File: config.mk
export PLATFORM = sky130hd
export DESIGN_NAME = alu_op_sequencer
export DESIGN_NICKNAME = d
export VERILOG_FILES = /design/src/rtl/alu_seq_pkg.sv /design/src/rtl/alu_seq_regfile.sv /design/src/rtl/alu_op_sequencer.sv
export SDC_FILE = /design/constraint.sdc
export NUM_CORES = 1
export LEC_CHECK = 0
export BUFFER_PORTS_ARGS = -buffer_cell sky130_fd_sc_hd__clkbuf_2
export CAP_MARGIN = 30
export CORE_MARGIN = 8
export CORE_UTILIZATION = 53
export CTS_BUF_LIST = sky130_fd_sc_hd__clkbuf_4 sky130_fd_sc_hd__clkbuf_8 sky130_fd_sc_hd__clkbuf_16
export DETAILED_ROUTE_END_ITERATION = 12
export PLACE_DENSITY = 0.79
export SETUP_SLACK_MARGIN = 0.5
export SLEW_MARGIN = 0
export SYNTH_ARGS = -nofsm -noshare
export SYNTH_HDL_FRONTEND = slang
export SYNTH_SLANG_ARGS = --single-unit
File: constraint.sdc
create_clock -name clk -period 2.39 [get_ports clk]
set_clock_uncertainty 0.05 [all_clocks]
set_input_delay 0.1195 -clock clk [delete_from_list [all_inputs] [get_ports clk]]
set_output_delay 0.1195 -clock clk [all_outputs]
set_load 0.05 [all_outputs]
File: src/rtl/alu_seq_pkg.sv
// Shared constants and types for the ALU operation sequencer.
package alu_seq_pkg;

    localparam int unsigned WIDTH = 4;
    localparam int unsigned NREGS = 4;
    localparam int unsigned AW    = 2;

    typedef enum logic [1:0] {
        ST_IDLE = 2'd0,
        ST_EXEC = 2'd1,
        ST_WB   = 2'd2
    } state_e;

    localparam logic [1:0] GRP_ARITH = 2'b00;
    localparam logic [1:0] GRP_LOGIC = 2'b01;
    localparam logic [1:0] GRP_SHL   = 2'b10;
    localparam logic [1:0] GRP_SHR   = 2'b11;

    // Only the arithmetic group produces a meaningful carry.
    function automatic logic updates_carry(input logic [3:0] op);
        return op[3:2] == GRP_ARITH;
    endfunction

endpackage

File: src/rtl/alu_seq_regfile.sv
// 4x4 register file: two async read ports, write-back port, load port.
module alu_seq_regfile
    import alu_seq_pkg::*;
(
    input  logic             clk,
    input  logic             rst_n,
    input  logic [AW-1:0]    raddr_a,
    input  logic [AW-1:0]    raddr_b,
    output logic [WIDTH-1:0] rdata_a,
    output logic [WIDTH-1:0] rdata_b,
    input  logic             wb_en,
    input  logic [AW-1:0]    wb_addr,
    input  logic [WIDTH-1:0] wb_data,
    input  logic             ld_en,
    input  logic [AW-1:0]    ld_addr,
    input  logic [WIDTH-1:0] ld_data
);

    logic [WIDTH-1:0] regs [NREGS];

    // Write-back takes priority over a load to the same register.
    always_ff @(posedge clk or negedge rst_n) begin
        if (!rst_n) begin
            for (int unsigned i = 0; i < NREGS; i++) begin
                regs[i] <= '0;
            end
        end else begin
            for (int unsigned i = 0; i < NREGS; i++) begin
                if (wb_en && wb_addr == AW'(i)) begin
                    regs[i] <= wb_data;
                end else if (ld_en && ld_addr == AW'(i)) begin
                    regs[i] <= ld_data;
                end
            end
        end
    end

    assign rdata_a = regs[raddr_a];
    assign rdata_b = regs[raddr_b];

endmodule

File: src/rtl/alu_op_sequencer.sv
// Accepts micro-ops, drives the ALU for one cycle, writes back result and flags.
module alu_op_sequencer
    import alu_seq_pkg::*;
(
    input  logic             clk,
    input  logic             rst_n,
    input  logic             cmd_valid,
    output logic             cmd_ready,
    input  logic [3:0]       cmd_op,
    input  logic [AW-1:0]    cmd_srca,
    input  logic [AW-1:0]    cmd_srcb,
    input  logic [AW-1:0]    cmd_dst,
    input  logic             cmd_cin,
    input  logic             cmd_use_cf,
    input  logic             load_en,
    input  logic [AW-1:0]    load_addr,
    input  logic [WIDTH-1:0] load_data,
    output logic             alu_sel0,
    output logic             alu_sel1,
    output logic             alu_sel2,
    output logic             alu_sel3,
    output logic [WIDTH-1:0] alu_a,
    output logic [WIDTH-1:0] alu_b,
    output logic             alu_cin,
    input  logic [WIDTH-1:0] alu_f,
    input  logic             alu_cout,
    output logic             wb_valid,
    output logic [AW-1:0]    wb_dst,
    output logic [WIDTH-1:0] wb_data,
    output logic             carry_flag,
    output logic             zero_flag
);

    state_e           state;
    logic [3:0]       op_q;
    logic [WIDTH-1:0] a_q;
    logic [WIDTH-1:0] b_q;
    logic             cin_q;
    logic [AW-1:0]    dst_q;
    logic [WIDTH-1:0] rdata_a;
    logic [WIDTH-1:0] rdata_b;

    alu_seq_regfile u_rf (
        .clk     (clk),
        .rst_n   (rst_n),
        .raddr_a (cmd_srca),
        .raddr_b (cmd_srcb),
        .rdata_a (rdata_a),
        .rdata_b (rdata_b),
        .wb_en   (state == ST_EXEC),
        .wb_addr (dst_q),
        .wb_data (alu_f),
        .ld_en   (load_en),
        .ld_addr (load_addr),
        .ld_data (load_data)
    );

    always_ff @(posedge clk or negedge rst_n) begin
        if (!rst_n) begin
            state      <= ST_IDLE;
            op_q       <= '0;
            a_q        <= '0;
            b_q        <= '0;
            cin_q      <= 1'b0;
            dst_q      <= '0;
            wb_valid   <= 1'b0;
            wb_dst     <= '0;
            wb_data    <= '0;
            carry_flag <= 1'b0;
            zero_flag  <= 1'b0;
        end else begin
            case (state)
                ST_IDLE: begin
                    // Operand latches only move on accept, so ALU ports hold otherwise.
                    if (cmd_valid) begin
                        state <= ST_EXEC;
                        op_q  <= cmd_op;
                        a_q   <= rdata_a;
                        b_q   <= rdata_b;
                        cin_q <= cmd_use_cf ? carry_flag : cmd_cin;
                        dst_q <= cmd_dst;
                    end
                end
                ST_EXEC: begin
                    state     <= ST_WB;
                    wb_valid  <= 1'b1;
                    wb_dst    <= dst_q;
                    wb_data   <= alu_f;
                    zero_flag <= (alu_f == '0);
                    if (updates_carry(op_q)) begin
                        carry_flag <= alu_cout;
                    end
                end
                ST_WB: begin
                    state    <= ST_IDLE;
                    wb_valid <= 1'b0;
                end
                default: state <= ST_IDLE;
            endcase
        end
    end

    assign cmd_ready = (state == ST_IDLE);
    assign alu_sel0  = op_q[0];
    assign alu_sel1  = op_q[1];
    assign alu_sel2  = op_q[2];
    assign alu_sel3  = op_q[3];
    assign alu_a     = a_q;
    assign alu_b     = b_q;
    assign alu_cin   = cin_q;

endmodule

After elaboration in Yosys (flattened, before gate mapping)
Index checks and enable logic that the tools add are counted.
Operators by class
  magnitude comparators: 2
  eq/ne operators: 9
  multiplexer cells: 18
  bitwise logic cells: 2
  reduce and logical (&&, ||, !) cells: 20
Operators with widths (count)
  $mux 4: 12
  $bmux 4 s2: 2
  $eq 2x2->1 const B: 5
  $reduce_bool 2->1: 5
  $logic_and 1x1->1: 8
  $logic_not 2->1: 4
  $eq 2x1->1 const B: 3
  $ge 3x3->1 const B: 2
  $not 2->3: 2
  $logic_not 4->1: 1
  $pmux 2 s2: 1
  $reduce_and 2->1: 2
  $mux 2: 1
  $ne 2x2->1 const B: 1
  $pmux 1 s2: 1
  $mux 1: 1
Word-level totals
  flip-flop bits (word level): 42
  input bits: 27
  output and inout port bits: 23
  logic and storage cells: 66

Longest topological paths before layout
  depth after elaboration: 4
  mapped depth: 6
  gate-level depth less buffers: 5

Modules after synthesis
From an unflattened synthesis, not the netlist that was laid out.
Second synthesis, totals
  cells, all modules: 149
  area total of the unflattened synthesis: 2079.5 sq um
By module, submodules not included
  alu_op_sequencer: times used 1, cells an instance 68, area an instance 1119.8 sq um, sequential area each 650.6 sq um
  alu_seq_regfile: times used 1, cells an instance 81, area an instance 959.7 sq um, sequential area each 400.4 sq um

Least setup slack after synthesis
Ideal clock, no wire load.
  path kind: flip-flop to flip-flop
  from: register state[0]
  to: register a_q[0], in the netlist alu_a[0]
  setup time: 125 ps
  arrival time: 1764 ps
  required time: 2215 ps
  slack: 452 ps
  stages on the path, launching flop included: 6
  path buffers: 1
  clock period less this slack: 1938 ps
  cell sequence: dfrtp_1 > inv_1 > ha_1 > nand2_1 > buf_2 > mux2_2
On the way
  cells in the longest elaborated chain, start to end: 2
RTL lines
  start: declaration: RTL line alu_op_sequencer.sv:34  | state_e state;
  start signal: assignment: RTL line alu_op_sequencer.sv:60  | state <= ST_IDLE;
  start signal: assignment: RTL line alu_op_sequencer.sv:76  | state <= ST_EXEC;
  start signal: assignment: RTL line alu_op_sequencer.sv:85  | state <= ST_WB;
  $logic_not 2->1
  named net cmd_ready: RTL line alu_op_sequencer.sv:8  | output logic cmd_ready,
  $reduce_and 2->1 (no line)
  end signal: assignment: RTL line alu_op_sequencer.sv:78  | a_q <= rdata_a;
  end: declaration: RTL line alu_op_sequencer.sv:36  | logic [WIDTH-1:0] a_q;
The timed path passes the listed nets, and every way through them passes these cells.
A chain may end at the register's enable or synchronous reset.

Final worst setup path
  from: register state[0]
  to: register a_q[1], in the netlist alu_a[1]
On the way
  cells in the longest elaborated chain, start to end: 2
RTL lines
  $logic_not 2->1: RTL line alu_op_sequencer.sv:72  | case (state)
  $reduce_and 2->1 (no line)
No other way between the ends.

==> metrics.md <==
| Metric | Value |
|---|---|
| Final min period | `1.84 ns` |
| Hold Path Class | `in -> reg` |
| Top FF cell, synth | `dfrtp_1` |
| Final Max Tran Viols | `0` |
| Data required time at the worst endpoint | `2.52 ns` |
| Initial antenna violation count | `0` |
| Worst Setup Path Type | `reg -> reg` |
| Worst-Margin Slew | `0.668 ns` |
| Reg power frac | `0.359` |
| Clock Sinks | `42` |
| Switching share of power | `0.449` |
| Crit path DAT | `1.97 ns` |
| Power Density | `1460 mW/mm^2` |
| VDD IR max | `0.000741 V` |
| CTS tree | `built` |
| Clock root cell | `clkbuf_8` |
| Clock slew seen by the registers of the worst setup and hold paths | `0.07 ns` |
| Avg Cell Area, Syn | `15.0 sq um` |
| Combinational share of power | `0.523` |
| Worst slack at placement | `0.395 ns` |
| P_sw | `1720 uW` |
| GPL Wtd Cong | `0.714` |
| DRT Pass-1 Iters | `4` |
| Drc violations | `0` |
| FF/Latch Area | `0.00105 sq mm` |
| Synth top area share | `0.486` |
| Fmax | `0.544 GHz` |
| Remaining global-route overflow | `0` |
| DPL Wire Length | `3610 microns` |
| Area growth from synthesis to layout | `20.6%` |
| Largest area contributor in the netlist | `dfrtp_1` |
| Reg2reg path depth | `4` |
| Multi-input gate area | `0.00109 sq mm` |
| Row cnt | `23` |
| Fraction of layout cells with a size suffix above 1 | `0.649` |
| Drt initial violations | `52` |
| Core footprint | `0.00397 sq mm` |
| DIE AREA | `0.00638 sq mm` |
| Crit end category | `flip-flop` |
| Routed vias | `1388` |
| Total track usage | `0.153` |
| Top post-synthesis cells by area | `dfrtp_1 (49%), mux2_2 (28%), mux4_2 (8.3%)` |
| Final wirelength | `4610 microns` |
| Critical path origin | `state[0]$_DFFE_PN0P_` |
| Cell-internal power | `2110 uW` |
| ANT nets after route | `0` |
| Ys async rst share | `1.00` |
| Vias/cell | `5.51` |
| Clock group share of total power | `0.117` |
| Die Ht | `79.9 microns` |
| CTS HTree Levels | `2` |
| Worst R2R Setup Slack | `0.55 ns` |
| Yosys reg bits | `42` |
| Startpoint types | `flip-flop` |
| Most frequent cells after synthesis | `mux2_2 (54), dfrtp_1 (42), mux4_2 (8), nand2_1 (6), ha_1 (5)` |
| Rel. slew slack | `0.550` |
| I/O Buffers | `49` |
| Post-synthesis sequential area ratio | `0.486` |
| PnR worst setup slack | `0.550 ns` |
| Setup TNS | `0 ns` |
| RR Startpoint | `state[0]$_DFFE_PN0P_` |
| Vias in the first global route | `1543` |
| Status | `complete, no violations` |
| First-pass GRT wire length | `7500 microns` |
| Initial core utilization | `0.545` |
| CP Max Fanout | `16` |
| Crit Reg-Reg Endpoint | `alu_a[1]$_DFFE_PN0P_` |
| Ys Warns | `0` |
| Clk buf depth | `2` |
| RSZ-0062 raised after global routing | `true` |
| Leak | `0.00121 uW` |
| Critical Path End | `alu_a[1]$_DFFE_PN0P_` |
| Antenna cells | `0` |
| Syn nets | `176` |
| Top-count cell post-synth | `mux2_2` |
| Number of fill cells | `296` |
| Final Hold Fails | `0` |
| Post-layout net count | `233` |
| Clk Latency, worst-skew pair | `0.29 ns` |
| CTS Buf Count | `5` |
| Post-CTS Setup Inserts | `0` |
| Io pins | `50` |
| Avg WL per Cell | `18.3 microns` |
| Number of synthesized flops with an enable pin | `0` |
| Post-Synthesis Cell Area | `0.00216 sq mm` |
| Post-Synthesis Cells | `144` |
| Post-synth cell types | `21` |
| Chip width | `79.9 microns` |
| Number of max-cap violations | `0` |
| Pin count of the biggest net entering global routing | `43` |
| Final number of setup-violating endpoints | `0` |
| Crit share post-route | `0.770` |
-- metal layers --
layer,wire length (microns),part of all wire,GRT usage
met3,340,0.074,0.0586
met1,1860,0.40,0.174
met2,2320,0.50,0.255
met4,87,0.019,0.0582
met5,0,0,0
-- flip-flops by register name, summed over array words and instances (netlist names) --
name and count:
op_q 4, wb_data 4, wb_dst 2, state 2, carry_flag 1, dst_q 2, zero_flag 1, u_rf.regs 16
wb_valid 1, alu_cin 1, alu_b 4, alu_a 4
-- final cells by class --
cell class	count	share of cell area
timing repair buffer	54	0.116
clock inverter	2	0.00527
sequential	42	0.403
clock buffer	6	0.0292
inverter	4	0.00575
tap	50	0.0240
multi-input combinational	94	0.417
-- cell usage in the layout (no fill, tap or decap) --
cell type | netlist | final
nor3b_4 | 0 | 1
nor4_1 | 1 | 1
nand2_1 | 6 | 6
nand3_1 | 1 | 1
dlygate4sd3_1 | 0 | 3
buf_4 | 0 | 1
buf_12 | 0 | 1
nor3b_2 | 1 | 1
clkinv_4 | 0 | 1
nand3b_1 | 1 | 1
clkbuf_2 | 0 | 49
nand3b_4 | 3 | 3
clkbuf_4 | 0 | 1
ha_1 | 5 | 2
mux4_2 | 8 | 8
ha_2 | 0 | 2
mux2i_1 | 2 | 2
clkbuf_8 | 0 | 5
o21ai_1 | 2 | 2
nand3_2 | 1 | 1
mux2_2 | 54 | 54
dfrtp_1 | 42 | 42
o21bai_2 | 1 | 1
nor2_1 | 1 | 1
nand2b_1 | 2 | 2
inv_1 | 4 | 4
clkinv_2 | 0 | 1
ha_4 | 0 | 1
o21ai_0 | 4 | 4
-- worst min path at each step --
| stage | depth (start not counted) | end | start |
|---|---|---|---|
| floorplan | 0 | alu_a[0]$_DFFE_PN0P_ | rst_n |
| global route | 2 | op_q[2]$_DFFE_PN0P_ | cmd_op[2] |
| finish | 2 | op_q[2]$_DFFE_PN0P_ | cmd_op[2] |
| CTS | 2 | op_q[2]$_DFFE_PN0P_ | cmd_op[2] |
| detailed placement | 1 | dst_q[0]$_DFFE_PN0P_ | rst_n |
| global placement | 1 | wb_valid$_DFFE_PN0P_ | rst_n |
-- power by group through the flow --
stage / logic (uW) / clock network, uW / registers (uW)
CTS: 2010 / 467 / 1360
global route: 2120 / 503 / 1420
floorplan: 1020 / 0 / 1890
global placement: 1920 / 0 / 1330
detailed placement: 1980 / 0 / 1370
finish: 2000 / 449 / 1370
-- worst max-delay path, stage by stage (launching register included) --
cell and delay, ns:
dfrtp_1 0.42, inv_1 0.11, ha_2 0.21, nand2_1 0.50, mux2_2 0.42
-- metrics by stage --
stage / std cells / power, uW / hold slack (ns) / utilization / area [sq um]
3_5_place_dp: 240 / 3360 / 0.298 / 0.615 / 2440
4_1_cts: 251 / 3840 / 0.00110 / 0.648 / 2570
6_report: 252 / 3820 / 0.00706 / 0.657 / 2610
5_1_grt: 252 / 4040 / 0.00123 / 0.657 / 2610
2_1_floorplan: 144 / 2910 / -0.226 / - / 2170
3_3_place_gp: 240 / 3250 / 0.257 / 0.615 / 2440
-- cells by family (layout without fill, tap and decap cells) --
| family | Yosys count | in the layout | synth area share |
|---|---|---|---|
| AOI/OAI and AO/OA | 7 | 7 | 0.0191 |
| adders and majority gates | 5 | 5 | 0.0289 |
| buffers and inverters | 8 | 66 | 0.0249 |
| DFF | 42 | 42 | 0.486 |
| muxes | 64 | 64 | 0.373 |
| and+or+nand+nor | 18 | 18 | 0.0682 |
-- what timing repair did --
| item | 4_1_cts | 5_1_grt |
|---|---|---|
| gates resized for setup | 3 | 2 |
| hold endpoints to repair | 44 | 0 |
| hold buffers | 3 | 0 |
| setup endpoints to repair | 4 | 4 |
Note: power is estimated with default switching activity, not from simulation.
